$ cat src/rtl/instruc_loader.sv
// Receive-side instruction loader: packs UART bytes MSB-first into words,
// queues them in a show-ahead FIFO, detects the halt word and drops stale
// partial words after an inter-byte timeout.
module instruc_loader #(
  parameter int unsigned      NB_INST    = 32,
  parameter int unsigned      NB_BYTE    = 8,
  parameter int unsigned      FIFO_DEPTH = 8,
  parameter int unsigned      TIMEOUT    = 100000,
  parameter logic [NB_INST-1:0] HALT_WORD = 32'hFFFF_FFFF
) (
  input  logic                          clk,
  input  logic                          reset,
  input  logic                          rx_done_tick,
  input  logic [NB_BYTE-1:0]            rx_data,
  input  logic                          i_rd,
  output logic [NB_INST-1:0]            o_word,
  output logic                          o_empty,
  output logic                          o_full,
  output logic [$clog2(FIFO_DEPTH):0]   o_count,
  output logic [1:0]                    o_byte_idx,
  output logic                          o_overflow,
  output logic                          o_timeout,
  output logic                          o_halt
);

  localparam int unsigned AW = $clog2(FIFO_DEPTH);
  localparam int unsigned PW = AW + 1;
  localparam int unsigned TW = (TIMEOUT > 2) ? $clog2(TIMEOUT) : 1;
  localparam int unsigned SW = NB_INST - NB_BYTE;

  typedef enum logic [1:0] {StIdle, StAssemble, StHalted} state_e;

  state_e             state_q, state_d;
  logic [1:0]         byte_idx_q, byte_idx_d;
  logic [SW-1:0]      asm_q, asm_d;
  logic [TW-1:0]      tmr_q, tmr_d;
  logic               timeout_q, timeout_d;
  logic               halt_q, halt_d;
  logic               ovf_q, ovf_d;
  logic [PW-1:0]      wr_ptr_q, wr_ptr_d;
  logic [PW-1:0]      rd_ptr_q, rd_ptr_d;
  logic [NB_INST-1:0] mem_q [FIFO_DEPTH];

  logic               empty, full, push, pop;
  logic [NB_INST-1:0] word_new;

  assign empty    = (wr_ptr_q == rd_ptr_q);
  assign full     = (wr_ptr_q[AW] != rd_ptr_q[AW]) && (wr_ptr_q[AW-1:0] == rd_ptr_q[AW-1:0]);
  assign word_new = {asm_q, rx_data};
  assign pop      = i_rd && !empty;

  // Next-state: byte assembly, push/overflow decision, timeout and halt.
  always_comb begin
    state_d    = state_q;
    byte_idx_d = byte_idx_q;
    asm_d      = asm_q;
    tmr_d      = tmr_q;
    timeout_d  = 1'b0;
    halt_d     = halt_q;
    ovf_d      = ovf_q;
    push       = 1'b0;
    case (state_q)
      StIdle: begin
        if (rx_done_tick) begin
          asm_d      = word_new[SW-1:0];
          byte_idx_d = 2'd1;
          tmr_d      = '0;
          state_d    = StAssemble;
        end
      end
      StAssemble: begin
        if (rx_done_tick) begin
          tmr_d = '0;
          if (byte_idx_q == 2'd3) begin
            byte_idx_d = 2'd0;
            asm_d      = '0;
            state_d    = StIdle;
            // A pop in the same cycle frees the slot even when full.
            if (!full || i_rd) begin
              push = 1'b1;
              if (word_new == HALT_WORD) begin
                halt_d  = 1'b1;
                state_d = StHalted;
              end
            end else begin
              ovf_d = 1'b1;
            end
          end else begin
            asm_d      = word_new[SW-1:0];
            byte_idx_d = byte_idx_q + 2'd1;
          end
        end else if (tmr_q == TW'(TIMEOUT - 1)) begin
          timeout_d  = 1'b1;
          byte_idx_d = 2'd0;
          asm_d      = '0;
          tmr_d      = '0;
          state_d    = StIdle;
        end else begin
          tmr_d = tmr_q + TW'(1);
        end
      end
      StHalted: ;
      default: state_d = StIdle;
    endcase
  end

  assign wr_ptr_d = wr_ptr_q + PW'(push);
  assign rd_ptr_d = rd_ptr_q + PW'(pop);

  // Control and pointer registers.
  always_ff @(posedge clk) begin
    if (reset) begin
      state_q    <= StIdle;
      byte_idx_q <= 2'd0;
      asm_q      <= '0;
      tmr_q      <= '0;
      timeout_q  <= 1'b0;
      halt_q     <= 1'b0;
      ovf_q      <= 1'b0;
      wr_ptr_q   <= '0;
      rd_ptr_q   <= '0;
    end else begin
      state_q    <= state_d;
      byte_idx_q <= byte_idx_d;
      asm_q      <= asm_d;
      tmr_q      <= tmr_d;
      timeout_q  <= timeout_d;
      halt_q     <= halt_d;
      ovf_q      <= ovf_d;
      wr_ptr_q   <= wr_ptr_d;
      rd_ptr_q   <= rd_ptr_d;
    end
  end

  // Storage needs no reset: the head is masked while empty.
  always_ff @(posedge clk) begin
    if (push) begin
      mem_q[wr_ptr_q[AW-1:0]] <= word_new;
    end
  end

  assign o_word     = empty ? '0 : mem_q[rd_ptr_q[AW-1:0]];
  assign o_empty    = empty;
  assign o_full     = full;
  assign o_count    = wr_ptr_q - rd_ptr_q;
  assign o_byte_idx = byte_idx_q;
  assign o_overflow = ovf_q;
  assign o_timeout  = timeout_q;
  assign o_halt     = halt_q;

endmodule
$ cat config.mk
export PLATFORM = sky130hd
export DESIGN_NAME = instruc_loader
export DESIGN_NICKNAME = d
export VERILOG_FILES = /design/src/rtl/instruc_loader.sv
export SDC_FILE = /design/constraint.sdc
export NUM_CORES = 1
export LEC_CHECK = 0
export BUFFER_PORTS_ARGS = -buffer_cell sky130_fd_sc_hd__buf_2
export CAP_MARGIN = 20
export CORE_MARGIN = 5
export CORE_UTILIZATION = 38
export CTS_CLUSTER_DIAMETER = 40
export CTS_CLUSTER_SIZE = 14
export DETAILED_ROUTE_END_ITERATION = 8
export GPL_TIMING_DRIVEN = 0
export PLACE_DENSITY = 0.58
export SYNTH_ARGS = -nofsm -noshare
export SYNTH_HDL_FRONTEND = slang
export SYNTH_SLANG_ARGS = --single-unit
export TNS_END_PERCENT = 30
$ cat constraint.sdc
create_clock -name clk -period 8.3 [get_ports clk]
set_input_delay 1.245 -clock clk [delete_from_list [all_inputs] [get_ports clk]]
set_output_delay 1.245 -clock clk [all_outputs]
set_load 0.03 [all_outputs]
==> results of run 1 <==
-- worst reg2reg max path: stages, from the launching register on --
cell      delay [ns]
dfxtp_1         0.51
clkbuf_1        0.51
clkbuf_1        0.60
inv_1           0.13
ha_1            0.34
nand3_1         0.11
nor3_1          0.07
nor2_1          0.31
nand2_1         0.28
nor3_2          0.79
buf_6           0.27
-- layout by cell type, fill, tap and decap left out, drive strengths merged, types with 9 or more instances in the layout --
cell	netlist	routed
a21oi	41	41
buf	12	79
clkbuf	31	77
clkinv	0	9
dfxtp	56	56
edfxtp	256	256
ha	9	9
inv	10	23
mux4	64	64
nand2	111	111
nand3	41	41
nand4	10	10
nor2	24	24
o21ai	28	28
xnor2	10	10
-- sequential cells by signal, summed over array words and instances, names as in the netlist --
register / flops
mem_q: 256
asm_q: 24
tmr_q: 17
rd_ptr_q: 4
wr_ptr_q: 4
o_byte_idx: 2
state_q: 2
o_halt: 1
o_overflow: 1
o_timeout: 1
-- kinds of logic after synthesis --
logic type,Yosys count,share of synthesized area [%]
AO/OA/AOI/OAI,86,3.92
XOR/XNOR,13,0.930
adder cells (fa/ha/maj),10,1.08
buffers and inverters,53,1.79
flip-flops,312,72.0
multiplexers,66,11.9
AND/OR/NAND/NOR,222,8.36
-- metal layers --
layer	vias to the layer above	wire (um)	track usage [%]
met4	0	554	4.20
met2	199	12700	23.9
li1	3177	-	-
met3	49	1490	2.88
met5	-	0	0
met1	3446	12300	21.8
-- power groups by stage --
stage          logic (W)  clock network (W)  registers (W)
2_1_floorplan  0.0000251                  0        0.00174
3_3_place_gp   0.0000449                  0        0.00175
3_5_place_dp   0.0000459                  0        0.00175
4_1_cts        0.0000460            0.00182        0.00171
5_1_grt        0.0000514            0.00189        0.00171
6_report       0.0000457            0.00179        0.00171
-- cell type report --
type | count | area, um2
buffer | 43 | 181
multi-input combinational | 397 | 3270
timing repair buffer | 67 | 492
clock inverter | 28 | 323
tap | 402 | 503
fill | 2745 | 17000
sequential | 312 | 8810
clock buffer | 46 | 1070
inverter | 10 | 37.5
-- through the flow --
| stage | total power [W] | hold WS [ns] | cell area [um2] | utilization [%] | setup slack, ns |
|---|---|---|---|---|---|
| floorplan | 0.00176 | 0.433 | 12200 | - | 3.72 |
| global placement | 0.00179 | 0.445 | 13000 | 41.0 | 0.734 |
| detailed placement | 0.00179 | 0.447 | 13300 | 41.9 | 3.19 |
| CTS | 0.00358 | 0.462 | 14700 | 46.3 | 2.65 |
| global route | 0.00365 | 0.490 | 14700 | 46.3 | 2.42 |
| finish | 0.00354 | 0.459 | 14700 | 46.3 | 2.63 |
-- worst max path at each step --
stage / from / cells past startpoint / slack [ns] / end
finish: rd_ptr_q[1]$_SDFF_PP0_ / 9 / 2.63 / o_word[21]
global placement: rd_ptr_q[1]$_SDFF_PP0_ / 9 / 0.73 / mem_q[0][9]$_DFFE_PP_
global route: rd_ptr_q[1]$_SDFF_PP0_ / 9 / 2.42 / o_word[21]
floorplan: rd_ptr_q[1]$_SDFF_PP0_ / 9 / 3.72 / mem_q[1][0]$_DFFE_PP_
detailed placement: rd_ptr_q[1]$_SDFF_PP0_ / 9 / 3.19 / o_word[21]
CTS: rd_ptr_q[1]$_SDFF_PP0_ / 9 / 2.65 / o_word[21]
==> impl_results.md, run 1 <==
* Outcome: finished clean
* Finished Layout Cells at 1305
* Hold Path Depth at 2
* Most used flip-flop cell after synthesis: edfxtp_1
* Number of top-level pins at 55
* Comb pwr share at 1.3%
* Critical Path Slowest Stage Cell: clkbuf_1
* RSZ-0062 raised after global routing: no
* Root buffer cell: clkbuf_16
* Vias in the first global route at 6966
* Hold crit path type: flip-flop to flip-flop
* Net Sw Frac at 21.3%
* Sequential Power Share at 48.3%
* Leakage power total at 4.91 nW
* Maximum fanout along the worst path at 10
* Synth cell types at 45
* Chip width at 189 um
* Die height at 189 um
* Crit start category: flip-flop
* Hold wc startpoint: o_halt$_SDFFE_PP0P_
* Clock Skew at 0.0208 ns
* Max stage delay on crit path at 0.70 ns
* Post-synth top cells: edfxtp_1, nand2_1, mux4_2
* P_sw at 0.000754 W
* H-tree depth at 2
* Sequential share of the synthesized area at 72.0%
* Fin crit share at 68.3%
* Post-synth EDFFs at 256
* Arrival time at the worst endpoint at 4.43 ns
* Largest net degree at the start of global routing at 24
* Final setup fails at 0
* Async set-or-reset flop fraction in the synthesized netlist at 0%
* Internal Power at 0.00279 W
* RR Startpoint: rd_ptr_q[1]$_SDFF_PP0_
* CTS buffer count at 40
* Critical path, cell by cell: clkbuf_1 -> clkbuf_1 -> inv_1 -> ha_1 -> and4_1 -> clkbuf_1 -> clkbuf_1 -> a21oi_1 -> buf_2
* Via count at 6871
* CP dominant cell by count: clkbuf_1
* Routed wire length at 27000 um
* Clock sinks at 312
* Area contributors post-synth: edfxtp_1, mux4_2, dfxtp_1, nand2_1, a21oi_1
* Crit-path leading delay family: buffers and inverters
* Area of the mapped netlist at 12200 um2
* Post-detail-place hpwl at 17300 um
* Post-route ant nets at 0
* Maximum vdd drop at 0.156 mV
* Pwr per Cell Area at 241 nW/um2
* Clk slew on worst S/H paths at 0.05 ns
* Synth warnings at 0
* Core area at 31700 um2
* Port bufs at 54
* Synthesized netlist net count at 784
* Antenna cell count at 0
* Clock power share at 50.4%
* CTS tree: built
* Post-CTS setup buffers at 0
* Nets@finish at 893
* R2R setup slack at 4.08 ns
* 1st-pass router iterations at 5
* Max clock buf depth at 3
* PostCTS Resize Cnt at 0
* Area leader, netlist: edfxtp_1
* Initial antenna violation count at 0
* Worst R2R Path Depth at 10
* Fmax at 176 MHz
* Synth-to-Final Area Change at 20.0%
* Initial Utilization at 38.6%
* Hold Violations, Final at 0
* Site row count at 65
* CP Class: flip-flop to output pin
* TNS Setup at 0 ns
* Crit path time final at 5.67 ns
* Max-cap violations at 0
* Routed vias/inst at 5.27
* Worst flop-to-flop path endpoint: mem_q[0][17]$_DFFE_PP_
* Die Area at 35900 um2
* Required time of the critical path at 7.05 ns
* RePlAce Congestion at 0.780
* Slew Limit Fails at 0
* Number of synthesized register bits at 312
* Routed len/inst at 20.7 um
* Post-synth top area share at 62.8%
* Dpl cells at 1231
* Post-Syn Area per Cell at 16.1 um2
* Share of cells above drive strength 1 at 24.8%
* GRT Residual Overflow at 0
* DRT iter0 DRCs at 396
* Top-count cell post-synth: edfxtp_1
* CP bufs+invs at 6
* Total track usage at 15.2%
* Min-Delay Endpoint: o_halt$_SDFFE_PP0P_
* DR DRC count at 0
* Cells after Synth at 762
* Kind of end point of the critical path: output pin
* Worst slew pin tran at 0.958 ns
* CTS Hold Buffers Added at 0
* First-pass GRT wire length at 41900 um
* Slew margin rel. at 35.8%
* Skew-Pair Late Insertion Delay at 0.53 ns
Note: power is estimated with default switching activity, not from simulation.
==> run 2: changes to the inputs <==
- ABC_AREA: unset -> 1
- PLACE_DENSITY: 0.58 -> 0.6
- clock period: 8.3 -> 5 ns (I/O delays scaled with it)
==> impl_results.md, run 2 <==
* Crit start category: flip-flop (unchanged)
* Root buffer cell: clkbuf_16 (unchanged)
* Site row count at 67 (was 65)
* Chip width at 193 um (was 189 um)
* Maximum vdd drop at 0.214 mV (was 0.156 mV)
* Fillers at 3108 (was 2745)
* CP bufs+invs at 6 (unchanged)
* Internal Power at 0.00479 W (was 0.00279 W)
* First-pass GRT wire length at 51500 um (was 41900 um)
* Port bufs at 54 (unchanged)
* Core area at 33400 um2 (was 31700 um2)
* Worst slew pin tran at 0.746 ns (was 0.958 ns)
* Setup crit end: o_word[21] (unchanged)
* Post-synth top area share at 60.1% (was 62.8%)
* Largest net degree at the start of global routing at 24 (unchanged)
* H-tree depth at 2 (unchanged)
* Critical Path Slowest Stage Cell: clkbuf_1 (unchanged)
* Share of cells above drive strength 1 at 16.6% (was 24.8%)
* Sequential Power Share at 46.6% (was 48.3%)
* Post-route ant nets at 0 (unchanged)
* Total track usage at 17.3% (was 15.2%)
* Nets@finish at 1275 (was 893)
* Most used flip-flop cell after synthesis: edfxtp_1 (unchanged)
* Post-Syn Area per Cell at 11.2 um2 (was 16.1 um2)
* Area of the mapped netlist at 12800 um2 (was 12200 um2)
* Vias in the first global route at 8987 (was 6966)
* CTS Hold Buffers Added at 0 (unchanged)
* Initial antenna violation count at 0 (unchanged)
* Largest register FFs at 256 (unchanged)
* GRT Residual Overflow at 0 (unchanged)
* Number of synthesized register bits at 312 (unchanged)
* Comb pwr share at 1.9% (was 1.3%)
* 1st-pass router iterations at 4 (was 5)
* Outcome: finished clean (unchanged)
* Antenna cell count at 0 (unchanged)
* PostCTS Resize Cnt at 0 (unchanged)
* Kind of end point of the critical path: output pin (unchanged)
* Hold crit path type: flip-flop to flip-flop (unchanged)
* Dpl cells at 1656 (was 1231)
* Worst flop-to-flop path endpoint: mem_q[7][17]$_DFFE_PP_ (was mem_q[0][17]$_DFFE_PP_)
* Max-cap violations at 0 (unchanged)
* Crit path time final at 4.65 ns
* DRT iter0 DRCs at 733 (was 396)
* Slew Limit Fails at 0 (unchanged)
* DR DRC count at 0 (unchanged)
* Most frequent cells in the layout: edfxtp_1, nor2_1, o21ai_0 (was edfxtp_1, nand2_1, buf_2, mux4_2, dfxtp_1)
* CTS buffer count at 43 (was 40)
* P_sw at 0.00134 W (was 0.000754 W)
* Worst setup startpoint: rd_ptr_q[2]$_SDFF_PP0_ (was rd_ptr_q[1]$_SDFF_PP0_)
* Async set-or-reset flop fraction in the synthesized netlist at 0% (unchanged)
* Post-synth top cells: nor2_1, edfxtp_1, o21ai_0 (was edfxtp_1, nand2_1, mux4_2)
* Most common cell after layout, fill and taps aside: edfxtp_1 (unchanged)
* RR Startpoint: rd_ptr_q[2]$_SDFF_PP0_ (was rd_ptr_q[1]$_SDFF_PP0_)
* Routed vias/inst at 5.17 (was 5.27)
* Die height at 193 um (was 189 um)
* Clock Skew at 0.0249 ns (was 0.0208 ns)
* Die Area at 37400 um2 (was 35900 um2)
* Cells after Synth at 1146 (was 762)
* Synth-to-Final Area Change at 20.2% (was 20.0%)
* Sequential cell area at 8810 um2 (unchanged)
* CP Class: flip-flop to output pin (unchanged)
* RePlAce Congestion at 0.820 (was 0.780)
* Leakage power total at 5.53 nW (was 4.91 nW)
* Pwr per Cell Area at 398 nW/um2 (was 241 nW/um2)
* Synthesized netlist net count at 1168 (was 784)
* Net Sw Frac at 21.9% (was 21.3%)
* Fin crit share at 93.1%
* Post-CTS setup buffers at 0 (unchanged)
* Multi-input logic area at 3530 um2 (was 3270 um2)
* Number of top-level pins at 55 (unchanged)
* Critical path, cell by cell: clkbuf_1 -> inv_2 -> clkbuf_1 -> ha_1 -> nand3_1 -> nor2_1 -> inv_1 -> clkbuf_1 -> o21ai_1 -> nor2_1 -> buf_2 (was clkbuf_1 -> clkbuf_1 -> inv_1 -> ha_1 -> and4_1 -> clkbuf_1 -> clkbuf_1 -> a21oi_1 -> buf_2)
* Synth cell types at 33 (was 45)
* WHS at 0.453 ns (was 0.459 ns)
* Top-count cell post-synth: nor2_1 (was edfxtp_1)
* Levels on crit path at 11 (was 9)
* Sequential share of the synthesized area at 68.9% (was 72.0%)
* Via count at 8963 (was 6871)
* Hold Violations, Final at 0 (unchanged)
* Finished Layout Cells at 1735 (was 1305)
* Post-detail-place hpwl at 21600 um (was 17300 um)
* Clock power share at 51.5% (was 50.4%)
* Maximum fanout along the worst path at 10 (unchanged)
* Crit-path leading delay family: buffers and inverters (unchanged)
* Fmax at 215 MHz
* Max stage delay on crit path at 0.56 ns (was 0.70 ns)
* CTS tree: built (unchanged)
* Synth warnings at 0 (unchanged)
* R2R setup slack at 1.36 ns (was 4.08 ns)
* Initial Utilization at 38.3% (was 38.6%)
* Area contributors post-synth: edfxtp_1, dfxtp_1, nor2_1, o21ai_0, o22ai_1 (was edfxtp_1, mux4_2, dfxtp_1, nand2_1, a21oi_1)
* Required time of the critical path at 4.25 ns (was 7.05 ns)
* Worst R2R Path Depth at 11 (was 10)
* CP dominant cell by count: clkbuf_1 (unchanged)
* Hold wc startpoint: o_halt$_SDFFE_PP0P_ (unchanged)
* RSZ-0062 raised after global routing: no (unchanged)
* Routed len/inst at 19.1 um (was 20.7 um)
* Routed wire length at 33100 um (was 27000 um)
* Post-synth EDFFs at 256 (unchanged)
* Slew margin rel. at 50.3% (was 35.8%)
* Clock sinks at 312 (unchanged)
* Final setup fails at 0 (unchanged)
* Area leader, netlist: edfxtp_1 (unchanged)
* Skew-Pair Late Insertion Delay at 0.54 ns (was 0.53 ns)
* Clk slew on worst S/H paths at 0.06 ns (was 0.05 ns)
* Max clock buf depth at 3 (unchanged)
* Arrival time at the worst endpoint at 3.90 ns (was 4.43 ns)
[run 2: metrics by stage]
| step | TNS [ns] | util (%) | total power [W] | cell area (um2) | setup slack [ns] |
|---|---|---|---|---|---|
| 2_1_floorplan | 0 | - | 0.00297 | 12800 | 1.61 |
| 3_3_place_gp | -89.46 | 40.8 | 0.00302 | 13600 | -0.635 |
| 3_5_place_dp | 0 | 41.6 | 0.00303 | 13900 | 0.834 |
| 4_1_cts | 0 | 46.1 | 0.00617 | 15400 | 0.268 |
| 5_1_grt | 0 | 46.1 | 0.00632 | 15400 | 0.142 |
| 6_report | 0 | 46.1 | 0.00613 | 15400 | 0.346 |
[run 2: per-layer routing]
metal	routed length [um]	vias up	track usage (%)
li1	-	4271	-
met1	14900	4348	23.7
met2	15500	282	28.2
met3	1920	62	3.15
met4	822	0	5.25
met5	0	-	0
[run 2: cell families after synthesis]
logic type      after synthesis  share of synthesized area, %
compound gates              270                          11.8
xor+xnor                      8                         0.548
fa+ha+maj                    10                          1.04
buf+inv                     116                          3.99
flops                       312                          68.9
simple gates                430                          13.7
[run 2: cell type report]
cell class / count / share of cell area (%)
timing repair buffer: 62 / 2.94
tap: 448 / 3.64
clock buffer: 49 / 7.34
clock inverter: 30 / 2.51
inverter: 51 / 1.24
sequential: 312 / 57.3
multi-input combinational: 718 / 23.0
buffer: 65 / 2.07
[run 2: power by group through the flow]
stage	clock network, W	logic (W)	registers (W)
2_1_floorplan	0	0.0000737	0.00290
3_3_place_gp	0	0.000112	0.00291
3_5_place_dp	0	0.000114	0.00291
4_1_cts	0.00320	0.000114	0.00286
5_1_grt	0.00333	0.000126	0.00286
6_report	0.00316	0.000114	0.00286
[run 2: how the worst min path moves through the flow]
stage	endpoint	slack (ns)	cells after the start
3_3_place_gp	o_halt$_SDFFE_PP0P_	0.44	2
6_report	o_halt$_SDFFE_PP0P_	0.45	2
2_1_floorplan	state_q[1]$_SDFFE_PP0P_	0.46	2
5_1_grt	o_byte_idx[1]$_SDFFE_PP0P_	0.46	2
4_1_cts	o_byte_idx[1]$_SDFFE_PP0P_	0.46	2
3_5_place_dp	o_halt$_SDFFE_PP0P_	0.45	2
[run 2: worst reg2reg max path, cell delays in order, from the launching register on]
cell and delay (ns):
dfxtp_1 0.30, clkbuf_1 0.56, inv_2 0.17, clkbuf_1 0.32, ha_1 0.43, nand3_1 0.12, nand3b_1 0.12, nand2_1 0.05
inv_1 0.13, nand2_1 0.25, nor2_4 0.62, buf_16 0.25
